===== src/rtl/sgb_packet_rx.sv =====
// SGB joypad-link receiver: decodes P14/P15 command packets into 128-bit words
// and returns button data / multiplayer ID on P10..P13.
//
// state | meaning
// IDLE  | line idle, waiting for a reset pulse
// RESET | reset pulse (00) in progress
// GAP   | between bit pulses (11), bitcnt bits received
// PULSE | data or stop bit pulse in progress, value held in bit_val
module sgb_packet_rx #(
  parameter int TIMEOUT_CE = 65535
) (
  input  logic         clk,
  input  logic         reset_n,
  input  logic         ce,
  input  logic [1:0]   joy_p54,
  output logic [3:0]   joy_din,
  input  logic [1:0]   mlt_players,
  input  logic [7:0]   joy0,
  input  logic [7:0]   joy1,
  input  logic [7:0]   joy2,
  input  logic [7:0]   joy3,
  output logic [1:0]   player_idx,
  output logic [127:0] pkt_data,
  output logic         pkt_valid,
  output logic         pkt_err,
  output logic         busy
);

  localparam int TW = $clog2(TIMEOUT_CE + 1);
  localparam logic [1:0] L_RST  = 2'b00;
  localparam logic [1:0] L_ZERO = 2'b10;
  localparam logic [1:0] L_ONE  = 2'b01;
  localparam logic [1:0] L_IDLE = 2'b11;

  typedef enum logic [1:0] {IDLE, RESET, GAP, PULSE} state_t;

  state_t         state;
  logic [7:0]     bitcnt;
  logic [TW-1:0]  timer;
  logic [127:0]   shift;
  logic           bit_val;
  logic [1:0]     p54_q;
  logic [1:0]     mlt_q;
  logic [1:0]     n_mask;
  logic [7:0]     p_sel;

  assign busy = (state != IDLE);

  always_ff @(posedge clk or negedge reset_n) begin
    if (!reset_n) begin
      state     <= IDLE;
      bitcnt    <= 8'd0;
      timer     <= '0;
      shift     <= '0;
      bit_val   <= 1'b0;
      pkt_data  <= '0;
      pkt_valid <= 1'b0;
      pkt_err   <= 1'b0;
    end else begin
      pkt_valid <= 1'b0;
      pkt_err   <= 1'b0;
      if (ce) begin
        timer <= (state == IDLE) ? '0 : timer + TW'(1);
        if (state != IDLE && timer == TW'(TIMEOUT_CE)) begin
          state   <= IDLE;
          timer   <= '0;
          pkt_err <= (bitcnt != 8'd0);
        end else begin
          case (state)
            IDLE: begin
              if (joy_p54 == L_RST) begin
                state  <= RESET;
                bitcnt <= 8'd0;
              end
            end
            RESET: begin
              if (joy_p54 == L_IDLE) begin
                state  <= GAP;
                bitcnt <= 8'd0;
                timer  <= '0;
              end else if (joy_p54 != L_RST) begin
                state <= IDLE;
                timer <= '0;
              end
            end
            GAP: begin
              if (joy_p54 == L_ZERO || joy_p54 == L_ONE) begin
                state   <= PULSE;
                bit_val <= (joy_p54 == L_ONE);
                timer   <= '0;
              end else if (joy_p54 == L_RST) begin
                state   <= RESET;
                bitcnt  <= 8'd0;
                timer   <= '0;
                pkt_err <= (bitcnt != 8'd0);
              end
            end
            PULSE: begin
              if (joy_p54 == L_IDLE) begin
                timer <= '0;
                if (!bitcnt[7]) begin
                  shift[bitcnt[6:0]] <= bit_val;
                  bitcnt             <= bitcnt + 8'd1;
                  state              <= GAP;
                end else begin
                  // 129th pulse is the stop bit; only '0' commits the packet
                  state <= IDLE;
                  if (!bit_val) begin
                    pkt_data  <= shift;
                    pkt_valid <= 1'b1;
                  end else begin
                    pkt_err <= 1'b1;
                  end
                end
              end else if (joy_p54 == L_RST) begin
                state   <= RESET;
                bitcnt  <= 8'd0;
                timer   <= '0;
                pkt_err <= 1'b1;
              end else if (joy_p54 != (bit_val ? L_ONE : L_ZERO)) begin
                state   <= IDLE;
                timer   <= '0;
                pkt_err <= 1'b1;
              end
            end
            default: state <= IDLE;
          endcase
        end
      end
    end
  end

  always_comb begin
    case (mlt_players)
      2'd0:    n_mask = 2'd0;
      2'd1:    n_mask = 2'd1;
      default: n_mask = 2'd3;
    endcase
  end

  // Player index advances on a 01->11 release seen while the receiver is idle
  always_ff @(posedge clk or negedge reset_n) begin
    if (!reset_n) begin
      player_idx <= 2'd0;
      p54_q      <= L_IDLE;
      mlt_q      <= 2'd0;
    end else if (ce) begin
      p54_q <= joy_p54;
      mlt_q <= mlt_players;
      if (mlt_players != mlt_q || n_mask == 2'd0) begin
        player_idx <= 2'd0;
      end else if (state == IDLE && p54_q == L_ONE && joy_p54 == L_IDLE) begin
        player_idx <= (player_idx + 2'd1) & n_mask;
      end
    end
  end

  always_comb begin
    case (player_idx)
      2'd0:    p_sel = joy0;
      2'd1:    p_sel = joy1;
      2'd2:    p_sel = joy2;
      default: p_sel = joy3;
    endcase
  end

  always_ff @(posedge clk or negedge reset_n) begin
    if (!reset_n) begin
      joy_din <= 4'hF;
    end else begin
      case (joy_p54)
        L_ZERO:  joy_din <= ~p_sel[3:0];
        L_ONE:   joy_din <= ~p_sel[7:4];
        L_RST:   joy_din <= ~(p_sel[3:0] | p_sel[7:4]);
        default: joy_din <= (n_mask != 2'd0) ? ~{2'b00, player_idx} : 4'hF;
      endcase
    end
  end

endmodule

===== config.mk =====
export PLATFORM = sky130hd
export DESIGN_NAME = sgb_packet_rx
export DESIGN_NICKNAME = d
export VERILOG_FILES = /design/src/rtl/sgb_packet_rx.sv
export SDC_FILE = /design/constraint.sdc
export NUM_CORES = 1
export LEC_CHECK = 0
export BUFFER_PORTS_ARGS = -buffer_cell sky130_fd_sc_hd__buf_2
export CORE_AREA = 2 2 150 152
export CTS_BUF_LIST = sky130_fd_sc_hd__clkbuf_16
export DETAILED_ROUTE_END_ITERATION = 16
export DIE_AREA = 0 0 152 154
export PLACE_DENSITY = 0.85
export SLEW_MARGIN = 25
export SYNTH_ARGS = -nofsm -noshare
export SYNTH_HDL_FRONTEND = slang
export SYNTH_SLANG_ARGS = --single-unit

===== constraint.sdc =====
create_clock -name clk -period 4.75 [get_ports clk]
set_clock_uncertainty 0.2 [all_clocks]
set_input_delay 0.95 -clock clk [delete_from_list [all_inputs] [get_ports clk]]
set_output_delay 0.95 -clock clk [all_outputs]
set_load 0.01 [all_outputs]

== Word-level counts from Yosys, hierarchy flattened ==
Cells that the tools add are included.

* Bits in registers: 295
* Logic and storage cells: 120

* Bitwise gates (word level): 9
* $add $sub $neg: 3
* Equal/unequal tests: 18
* $lt $le $gt $ge: 2
* Muxes and demuxes: 52
* Reduce and logical (&&, ||, !) cells: 23

{| class="wikitable"
|+ Operator list
! cell !! number
|-
| two-way mux 16 bit || 9
|-
| bitwise mux 128 bit || 1
|-
| case mux 16 bit (3 select lines) || 1
|-
| two-way mux 8 bit || 5
|-
| case mux 8 bit (4 select lines) || 1
|-
| two-way mux 2 bit || 12
|-
| case mux 8 bit (3 select lines) || 1
|-
| adder 16 x 1 -> 16 bit, second input constant || 1
|-
| == test 16 bit, second input constant || 1
|-
| two-way mux 1 bit || 16
|-
| inverter 4 bit || 3
|-
| case mux 4 bit (3 select lines) || 1
|-
| == test 2 x 1 -> 1 bit, second input constant || 5
|-
| == test 2 bit, second input constant || 5
|-
| zero test 2 bit || 5
|-
| AND reduction 5 bit || 2
|-
| adder 8 x 1 -> 8 bit, second input constant || 1
|-
| < comparator 7 x 8 -> 1 bit, second input constant || 1
|-
| case mux 2 bit (4 select lines) || 1
|-
| AND reduction 4 bit || 2
|-
| nonzero test 2 bit || 4
|-
| nonzero test 8 bit || 1
|-
| demux 1 bit (select 7 bit) || 1
|-
| greater-or-equal comparator 7 x 1 -> 1 bit, second input constant || 1
|-
| 18 further kinds || 26
|}

== Depth between registers and ports, before layout ==
* Depth after elaboration: 8
* Gate-level depth with buffers: 8

== Least setup slack after synthesis ==
No wires, ideal clock.

* Kind: input port to flip-flop
* Start point: input joy_p54[0]
* End point: register shift[31]
* Library setup time: 125 ps
* Setup slack: 1885 ps
* Buffers on the path: 1
* Stages: 7
* Data arrival time: 2540 ps
* Data required time: 4425 ps
* Path through: ha_1 > and4b_1 > buf_2 > nand3_1 > nor3_1 > nand2_1 > mux2_2

* Longest elaborated chain between the ends: 2

{| class="wikitable"
|+ Ends and longest elaborated chain
! what !! RTL line !! RTL
|-
| start, declared || 15 || <nowiki>input logic [1:0] joy_p54,</nowiki>
|-
| == test 2 bit || 99 || <nowiki>if (joy_p54 == L_IDLE) begin</nowiki>
|-
| AND reduction 5 bit (no source line) || n/a ||
|-
| end signal, assigned by index || 102 || <nowiki>shift[bitcnt[6:0]] <= bit_val;</nowiki>
|-
| end, declared || 40 || <nowiki>logic [127:0] shift;</nowiki>
|}

No other way between the ends.
A chain may end at the register's enable or synchronous reset.

== Worst setup path in the final report ==
* Start point: input joy_p54[0]
* End point: register shift[4]

Same word-level chain as after synthesis.

==> parameters.txt <==
Parameter                              Value

Clock tree
  Cts hold-fix bufs    0
  Max H-tree Level    1
  Number of sinks driven by the clock tree    295
  Clock buffer depth    3
  Number of buffers added by the clock tree synthesis step    29
  Latest clock arrival within the worst-skew pair    530 ps
  Post-CTS clock slew at the launch and capture registers of the worst setup and hold paths    60 ps
  Number of resized instances in the post-cts repair step    0
  CTS tree    built
  Post CTS Setup Buffer Count    0
  Root Buffer Master    sky130_fd_sc_hd__clkbuf_16

Timing
  Setup TNS    0 ps
  RSZ-0062 raised after global routing    no
  Pins over their slew limit    0
  Number of failing setup endpoints in the final timing report    0
  Worst-margin pin slew    1090 ps
  Min Tclk post-route    3240 ps
  Final worst slack    1510 ps
  Worst hold-check slack    269 ps
  Final count of hold timing violations    0
  Part of the cycle the worst path needs    0.682
  F_max    309 MHz
  Worst slew margin    0.270

Worst setup path
  Maximum cell stage delay along the critical path    720 ps
  Worst-path cell with the longest stage delay    sky130_fd_sc_hd__nor3_1
  Startpoint Class    primary input
  Crit path capture type    flip-flop
  Category of the critical setup timing path    in2reg
  Cells along the critical path    buf_2 > ha_1 > and4b_1 > nand2_1 > nor3_1 > nand2_1 > mux2_2
  Biggest fanout along the worst timing path    17
  Cell with the most instances on the worst path    sky130_fd_sc_hd__nand2_1
  Family with the most delay on the worst path    simple AND/OR/NAND/NOR gates
  Arrival time reported for the critical path endpoint    3450 ps
  Worst path buffer plus inverter count    1
  Required time reported for the critical path endpoint    4960 ps

Power
  Leakage dissipation    7.77 nW
  Ratio of total power to cell area    356 nW/um^2
  Maximum vdd ir drop    0.000276 V

Detailed routing
  Total length of routed wires    28,500 microns
  Total via count after detailed routing    8,647
  Post-detailed-route wirelength per cell    19.2 microns
  DR vias/cell    5.82
  Starting DRT DRC Count    561
  DRC Markers    0
  Pre-antenna DRT Iters    5
  Post-route ant nets    0

Cells and area
  Total Nets Final    1,238
  Final core utilization    0.693
  Antenna cells    0
  Layout area overhead    16.8%
  Count of placed standard cells in the final layout, fillers left out    1,487
  Layout cell share with drive strength beyond 1    0.427

Synth
  Synth warn    0
  Mean cell area of the mapped netlist    12.6 sq um
  Most common flop cell mapped by yosys    sky130_fd_sc_hd__dfrtp_1
  EDFF count, synth    0
  Syn Inst Count    1,017
  Post-synth design cell area    12,900 sq um
  Yosys reg bits    295
  Sequential element share of the synthesized area    0.575
  Distinct cell type count after synthesis    62
  Fraction of registers with async set/reset    1.00
  Net count after synthesis    1,067

Place
  Pre-CTS worst setup slack    967 ps
  Placed cell count    1,435
  I/O Buffers    175
  Final weighted congestion of routability-driven global placement    0.908
  Total half-perimeter wirelength after legalization and detailed placement    18,300 microns

GRT
  Maximum number of pins on one net before global-route repair    115
  Global router's overall resource usage    0.242
  Via count of the first global-routing pass    8,828
  Total global routing overflow    0
  Number of antenna violations at the first check in global routing    0
  First-pass GRT wire length    46,400 microns

Floorplan
  # rows    54
  Area of the core region    21,700 sq um
  I/O pins    176
  Die W    152 microns
  Die span in y    154 microns
  Die footprint    23,400 sq um
  Initial core utilization    0.593

Status
  Run status    finished clean

Worst hold path
  Type of the most critical hold path    in2async

Job
  Total of max-cap violations    0
-- Yosys cell counts, types with 3 or more instances --
master,number,share of area
sky130_fd_sc_hd__o2bb2ai_1,4,0.0027
sky130_fd_sc_hd__nor2b_1,3,0.0015
sky130_fd_sc_hd__mux2_1,6,0.0053
sky130_fd_sc_hd__ha_1,11,0.011
sky130_fd_sc_hd__buf_6,6,0.0053
sky130_fd_sc_hd__nor3b_1,3,0.0018
sky130_fd_sc_hd__a21oi_1,16,0.0062
sky130_fd_sc_hd__dfstp_2,6,0.012
sky130_fd_sc_hd__a21o_1,4,0.0023
sky130_fd_sc_hd__a222oi_1,6,0.0047
sky130_fd_sc_hd__nand2b_1,6,0.0029
sky130_fd_sc_hd__and3_1,5,0.0024
sky130_fd_sc_hd__o22ai_1,3,0.0015
sky130_fd_sc_hd__clkbuf_1,29,0.0085
sky130_fd_sc_hd__mux2i_1,4,0.0031
sky130_fd_sc_hd__o211ai_1,3,0.0018
sky130_fd_sc_hd__nand4_1,5,0.0024
sky130_fd_sc_hd__inv_1,15,0.0044
sky130_fd_sc_hd__nor3_1,7,0.0027
sky130_fd_sc_hd__nor2_1,28,0.0082
sky130_fd_sc_hd__nand2_1,171,0.050
sky130_fd_sc_hd__a31oi_1,12,0.0058
sky130_fd_sc_hd__nand3b_1,5,0.0029
sky130_fd_sc_hd__and2_1,3,0.0015
sky130_fd_sc_hd__a32o_1,5,0.0039
sky130_fd_sc_hd__mux2_2,256,0.22
sky130_fd_sc_hd__a211oi_1,7,0.0041
sky130_fd_sc_hd__o21ai_0,20,0.0078
sky130_fd_sc_hd__nand3_1,18,0.0070
sky130_fd_sc_hd__dfrtp_1,289,0.56
sky130_fd_sc_hd__buf_2,15,0.0058
sky130_fd_sc_hd__buf_4,4,0.0023
-- final timing paths --
check	start	to	slack [ps]	cells past startpoint
min reg2reg	shift[49]	shift[49]	290	1
max reg2reg	timer[0]	pkt_data[94]	1560	7
min in group clk	shift[49]	shift[49]	290	1
min	reset_n	shift[73]	270	1
max in group asynchronous	reset_n	shift[91]	2980	2
max	joy_p54[0]	shift[4]	1510	7
-- placed cells by master (no fill, tap or decap), types with 4 or more instances in the layout --
cell / synthesis / routed
sky130_fd_sc_hd__dfrtp_1: 289 / 288
sky130_fd_sc_hd__mux2_2: 256 / 256
sky130_fd_sc_hd__buf_2: 15 / 174
sky130_fd_sc_hd__nand2_1: 171 / 171
sky130_fd_sc_hd__clkbuf_16: 0 / 29
sky130_fd_sc_hd__nor2_1: 28 / 28
sky130_fd_sc_hd__inv_1: 15 / 20
sky130_fd_sc_hd__o21ai_0: 20 / 20
sky130_fd_sc_hd__nand3_1: 18 / 18
sky130_fd_sc_hd__a21oi_1: 16 / 16
sky130_fd_sc_hd__buf_4: 4 / 16
sky130_fd_sc_hd__a31oi_1: 12 / 12
sky130_fd_sc_hd__ha_1: 11 / 11
sky130_fd_sc_hd__nor3_1: 7 / 7
sky130_fd_sc_hd__a222oi_1: 6 / 6
sky130_fd_sc_hd__nand2b_1: 6 / 6
sky130_fd_sc_hd__a211oi_4: 0 / 6
sky130_fd_sc_hd__mux2_1: 6 / 6
sky130_fd_sc_hd__clkinv_2: 0 / 6
sky130_fd_sc_hd__dfstp_2: 6 / 6
sky130_fd_sc_hd__nand4_1: 5 / 5
sky130_fd_sc_hd__clkinv_1: 1 / 5
sky130_fd_sc_hd__nand3b_1: 5 / 5
sky130_fd_sc_hd__and3_1: 5 / 5
sky130_fd_sc_hd__a32o_1: 5 / 5
sky130_fd_sc_hd__bufinv_16: 0 / 5
sky130_fd_sc_hd__o2bb2ai_1: 4 / 4
sky130_fd_sc_hd__a21o_1: 4 / 4
sky130_fd_sc_hd__mux2i_1: 4 / 4
-- where the power goes --
| group | total (W) | internal [W] | leakage [nW] | switching, W |
|---|---|---|---|---|
| sequential | 0.00265 | 0.00255 | 4.09 | 0.000101 |
| combinational | 0.000398 | 0.000121 | 3.20 | 0.000278 |
| clock | 0.00231 | 0.00137 | 0.485 | 0.000938 |
| total | 0.00535 | 0.00404 | 7.77 | 0.00132 |
-- sequential cells by signal, summed over array words and instances (netlist names) --
register and cells:
bit_val 1, bitcnt 8, joy_din 4, mlt_q 2, p54_q 2, pkt_data 128
pkt_err 1, pkt_valid 1, player_idx 2, shift 128, state 2, timer 16
-- worst reg2reg max path, cell delays in order (launching register included) --
cell                      delay, ps
sky130_fd_sc_hd__dfrtp_1        430
sky130_fd_sc_hd__ha_1           190
sky130_fd_sc_hd__nand3_1        290
sky130_fd_sc_hd__nor4_4         500
sky130_fd_sc_hd__a21oi_2        140
sky130_fd_sc_hd__nand3_4        100
sky130_fd_sc_hd__buf_4          750
sky130_fd_sc_hd__mux2_2         470
-- cell type report --
| cell class | count | area, sq um |
|---|---|---|
| Clock buffer | 29 | 726 |
| Clock inverter | 21 | 221 |
| Fill cell | 1483 | 6670 |
| Inverter | 16 | 60.1 |
| Multi-Input combinational cell | 651 | 5210 |
| Sequential cell | 295 | 7390 |
| Tap cell | 280 | 350 |
| Timing Repair Buffer | 195 | 1060 |
-- cells by family after synthesis --
logic type                 share of synthesized area
and+or+nand+nor                               0.0964
xor gates and xnor gates                     0.00272
DFF                                            0.575
AOI/OAI and AO/OA                             0.0561
adders and majority gates                     0.0107
muxes                                          0.233
buffers and inverters                         0.0269
-- routing by layer --
layer,track usage,wire [microns]
met4,0.0636,544
met1,0.329,12400
met5,0,0
met2,0.412,14000
met3,0.0389,1580
-- metrics by stage --
stage                     total power (W)  area [sq um]
after floorplan                   0.00291         12900
after global placement            0.00308         14000
after detailed placement          0.00309         14000
after CTS                         0.00539         15000
after global routing              0.00556         15000
final                             0.00535         15000
Power figures use the tool's default switching activity.
